`src/rtl/coin_acceptor.sv`:
```
// coin_acceptor: debounces three coin sensors and queues coin events as single-cycle N/D/Q pulses
module coin_acceptor #(
    parameter int DEBOUNCE_CYCLES = 4,
    parameter int FIFO_DEPTH      = 4
) (
    input  logic       clock,
    input  logic       reset,
    input  logic       coin_n_raw,
    input  logic       coin_d_raw,
    input  logic       coin_q_raw,
    input  logic       hold,
    output logic       N,
    output logic       D,
    output logic       Q,
    output logic [3:0] pending,
    output logic       overflow
);
    localparam int         PW      = $clog2(FIFO_DEPTH);
    localparam logic [3:0] DB_LAST = 4'(DEBOUNCE_CYCLES - 1);
    localparam logic [3:0] DEPTH   = 4'(FIFO_DEPTH);

    logic [2:0]    raw, sync1, sync2, deb, event_r;
    logic [3:0]    cnt [3];
    logic [1:0]    fifo [FIFO_DEPTH];
    logic [1:0]    fifo_next [FIFO_DEPTH];
    logic [PW-1:0] rd_ptr, wr_ptr;
    logic [3:0]    space, n_wr;
    logic [1:0]    head;
    logic          pop, drop;

    // bit 0 nickel, bit 1 dime, bit 2 quarter; the index+1 is the queued code
    assign raw  = {coin_q_raw, coin_d_raw, coin_n_raw};
    assign head = fifo[rd_ptr];

    // synchronize, debounce, and flag a coin event on the edge the debounced level rises
    always_ff @(posedge clock or negedge reset) begin
        if (!reset) begin
            sync1   <= '0;
            sync2   <= '0;
            deb     <= '0;
            event_r <= '0;
            cnt     <= '{default: '0};
        end else begin
            sync1 <= raw;
            sync2 <= sync1;
            for (int c = 0; c < 3; c++) begin
                event_r[c] <= 1'b0;
                if (sync2[c] == deb[c]) begin
                    cnt[c] <= '0;
                end else if (cnt[c] == DB_LAST) begin
                    cnt[c]     <= '0;
                    deb[c]     <= ~deb[c];
                    event_r[c] <= ~deb[c];
                end else begin
                    cnt[c] <= cnt[c] + 4'd1;
                end
            end
        end
    end

    // pop decision and in-order slot allocation; a slot freed by this edge's pop is reusable
    always_comb begin
        pop       = !hold && pending != 4'd0;
        space     = DEPTH - pending + {3'b0, pop};
        n_wr      = '0;
        drop      = 1'b0;
        fifo_next = fifo;
        for (int i = 0; i < 3; i++) begin
            if (event_r[i]) begin
                if (n_wr < space) begin
                    fifo_next[wr_ptr + PW'(n_wr)] = 2'(i + 1);
                    n_wr = n_wr + 4'd1;
                end else begin
                    drop = 1'b1;
                end
            end
        end
    end

    // queue state, sticky overflow and registered output pulses
    always_ff @(posedge clock or negedge reset) begin
        if (!reset) begin
            fifo     <= '{default: '0};
            rd_ptr   <= '0;
            wr_ptr   <= '0;
            pending  <= '0;
            overflow <= 1'b0;
            N        <= 1'b0;
            D        <= 1'b0;
            Q        <= 1'b0;
        end else begin
            fifo     <= fifo_next;
            rd_ptr   <= rd_ptr + PW'(pop);
            wr_ptr   <= wr_ptr + PW'(n_wr);
            pending  <= pending + n_wr - {3'b0, pop};
            overflow <= overflow | drop;
            N        <= pop && head == 2'b01;
            D        <= pop && head == 2'b10;
            Q        <= pop && head == 2'b11;
        end
    end
endmodule

```
`config.mk`:
```
export PLATFORM = sky130hd
export DESIGN_NAME = coin_acceptor
export DESIGN_NICKNAME = d
export VERILOG_FILES = /design/src/rtl/coin_acceptor.sv
export SDC_FILE = /design/constraint.sdc
export NUM_CORES = 1
export LEC_CHECK = 0
export BUFFER_PORTS_ARGS = -buffer_cell sky130_fd_sc_hd__buf_4
export CAP_MARGIN = 20
export CORE_UTILIZATION = 47
export DETAILED_ROUTE_END_ITERATION = 8
export GPL_TIMING_DRIVEN = 1
export SYNTH_ARGS = -nofsm -noshare
export SYNTH_HDL_FRONTEND = slang
export SYNTH_SLANG_ARGS = --single-unit
```
`constraint.sdc`:
```
create_clock -name clock -period 5.8 [get_ports clock]
set_input_delay 1.16 -clock clock [delete_from_list [all_inputs] [get_ports clock]]
set_output_delay 1.16 -clock clock [all_outputs]
set_load 0.01 [all_outputs]
```
==> metrics.md <==
| Metric | Value |
|---|---|
| Status | `complete, no violations` |
| Die area | `0.00514 sq mm` |
| Final WS setup | `0.553 ns` |
| H-tree levels | `2` |
| Compound-Gate Fraction of Synth Area | `10.1%` |
| CP endpoint kind | `flip-flop` |
| Syn Area/Cell | `11.6 sq um` |
| Routed vias | `1468` |
| Initial antenna violation count | `0` |
| Pwr dens | `465 mW/mm^2` |
| WP data arrival | `5.44 ns` |
| Simple-gate share of the synthesized area | `15.2%` |
| Post-route ant nets | `0` |
| Min-Delay Startpoint | `sync1[1]` |
| CTS tree | `done` |
| Primary FF master, synth | `dfrtp_1` |
| Layout cell share with drive strength beyond 1 | `16.6%` |
| Post-synth EDFFs | `0` |
| # resized after CTS | `0` |
| Synth cell types | `45` |
| Area Growth Syn to Fin | `11.1%` |
| Synth Area in Adders | `11.2%` |
| Slew margin rel. | `63.7%` |
| Crit-path cells | `buf_4, nor2_1, inv_1, ha_1, inv_1, ha_1, and4bb_4, o21bai_4, a211o_1, and2_2, ha_1, and2_1, ha_1, a21o_1, o32a_1, o2bb2ai_4, buf_4, xor2_1, ha_1, inv_1, ha_1, inv_1, fa_1, inv_1` |
| Chip Width | `71.7 microns` |
| Worst Hold Class | `reg -> reg` |
| Starting density of the core | `50.7%` |
| Leakage | `0.00121 uW` |
| Sequential Area | `0.00110 sq mm` |
| Min-Delay Path Depth | `0` |
| Actual slew at the worst max-slew pin | `0.544 ns` |
| Synth Warn # | `0` |
| Flops & latches, synth | `44` |
| Multiplexer share of the synthesized area | `3.89%` |
| Worst path most repeated cell | `ha_1` |
| Register-to-register setup slack | `0.90 ns` |
| CTS Hold Buffers Added | `0` |
| Syn Std Cell Area | `0.00228 sq mm` |
| Gr usage total | `16.6%` |
| Final Max Tran Viols | `0` |
| # setup viols final | `0` |
| Final Wtd Congestion | `0.855` |
| Required time of the critical path | `5.99 ns` |
| Worst r2r path cells | `24` |
| Largest net degree at the start of global routing | `45` |
| Final WL | `3710 microns` |
| Reg-to-reg startpoint | `pending[3]` |
| Clk buf depth | `2` |
| Cells after synthesis | `196` |
| FILL cells | `389` |
| Layout Nets | `241` |
| Post-synthesis sequential area ratio | `48.2%` |
| CP peak stage delay | `0.47 ns` |
| First-pass GRT wire length | `6510 microns` |
| Site Rows | `24` |
| Clock-pin slew on the worst setup and hold paths | `0.07 ns` |
| Achievable Freq | `191 MHz` |
| Worst hold margin | `0.355 ns` |
| Top Ports | `14` |
| Core Area | `0.00450 sq mm` |
| Initial DRC count | `36` |
| Total power | `1180 uW` |
| Critical path startpoint category | `input pin` |
| Peak VDD IR | `0.000215 V` |
| Root buffer cell | `clkbuf_8` |
| Final setup TNS | `0 ns` |
| XOR/XNOR share of the synthesized area | `7.29%` |
| Port Buffer Count | `13` |
| RSZ-0062 raised after global routing | `no` |
| Critical path class | `in -> reg` |
| Vias in the first global route | `1463` |
| CP max stage cell | `fa_1` |
| Drc violations | `0` |
| Final min period | `5.25 ns` |
| Post-Syn Nets | `221` |
| Most frequent cells in the layout | `dfrtp_1 (44), inv_1 (18), ha_1 (18)` |
| GRT Residual Overflow | `0` |
| TritonCTS buffer count | `5` |
| Worst Path Max Fanout | `7` |
| Vias/cell | `5.46` |
| Worst Hold Path EP | `sync2[1]` |
| DP HPWL | `2780 microns` |
| Number of antenna diodes | `0` |
| Multi-input gate area | `0.00109 sq mm` |
| Post-CTS Setup Bufs | `0` |
| Largest family of logic cells by synthesized area | `simple AND/OR/NAND/NOR gates` |
| Tcrit/Tclk final | `90.5%` |
| Sink Count | `44` |
| Die Y | `71.7 microns` |
| Clock Skew | `0.00797 ns` |
| Critical R2R Capture | `pending[1]` |
| Post-synth ARST share | `100%` |
| Pre-Repair DR Iteration Count | `4` |
| Max-cap violation count | `0` |
| Setup WS pre-CTS | `0.247 ns` |
| Hold Violations, Final | `0` |
| Worst-Skew Late Latency | `0.30 ns` |
| DR WL/cell | `13.8 microns` |
| Commonest non-fill, non-tap cell in the layout | `dfrtp_1` |
## critical path, delay by kind of cell
kind	cells	cell delay, ns
fa+ha+maj	7	1.67
compound gates	5	1.07
simple gates	4	0.81
buf+inv	7	0.56
xor+xnor	1	0.16
## kinds of logic (layout without fill, tap and decap cells)
group | count (synthesis) | in the layout
compound gates | 27 | 27
xor+xnor | 19 | 19
buf+inv | 22 | 43
fa+ha+maj | 20 | 20
flops | 44 | 44
mux | 6 | 6
simple gates | 58 | 58
## area by class of cell
class,instances,area share (%)
Clock inverter,1,0.346
Timing Repair Buffer,17,5.03
Multi-Input combinational cell,130,42.9
Inverter,18,2.67
Clock buffer,7,3.01
Tap cell,52,2.57
Sequential cell,44,43.4
## layer usage
metal	wire (microns)	global-route usage, %	vias to the layer above	share of wire [%]
met5	0	0	-	0
met4	60	6.10	0	1.6
met3	126	5.20	9	3.4
met2	1820	28.1	22	49
met1	1700	20.0	722	46
li1	-	-	715	-
## where the power goes
part,switching [uW],internal (uW)
registers,93.5,405
clock network,101,86.0
logic,242,253
## per-stage QoR
step	cell area (sq um)	utilization, %	cells
3_5_place_dp	2450	54.4	261
6_report	2530	56.3	269
2_1_floorplan	2280	-	196
4_1_cts	2530	56.3	269
3_3_place_gp	2450	54.4	261
5_1_grt	2530	56.3	269
## synthesized netlist by cell type, drive strengths merged (2+ instances only)
cell,number,area share [%]
buf,3,0.93
nand3b,4,1.3
and2,3,0.88
nor2,10,1.6
nor2b,5,1.7
a22oi,2,0.88
inv,18,3.0
nand2b,4,1.1
mux4,2,2.0
xnor2,9,3.5
mux2,3,1.5
o21ai,2,0.44
xor2,10,3.8
dfrtp,44,48
nand2,6,0.99
nor3b,5,1.6
a31oi,3,0.82
nor3,7,1.5
nand3,6,1.3
a21oi,6,1.3
ha,18,9.9
o21bai,3,1.5
and3b,3,1.2
a21o,2,0.66
a211o,3,1.2
## how the worst max path moves through the flow
| stage | slack (ns) | startpoint | endpoint | cells past startpoint |
|---|---|---|---|---|
| floorplan | 0.24 | hold | pending[3] | 24 |
| global placement | 0.34 | hold | pending[2] | 24 |
| detailed placement | 0.25 | hold | pending[2] | 24 |
| CTS | 0.56 | hold | pending[2] | 24 |
| global route | 0.27 | hold | pending[2] | 24 |
| finish | 0.55 | hold | pending[1] | 24 |
## state kept, by name, indices dropped and copies added (netlist names)
register	count
D	1
pending	4
N	1
wr_ptr	2
rd_ptr	2
overflow	1
deb	3
cnt	12
event_r	3
Q	1
fifo	8
sync1	3
sync2	3
Power figures use the tool's default switching activity.
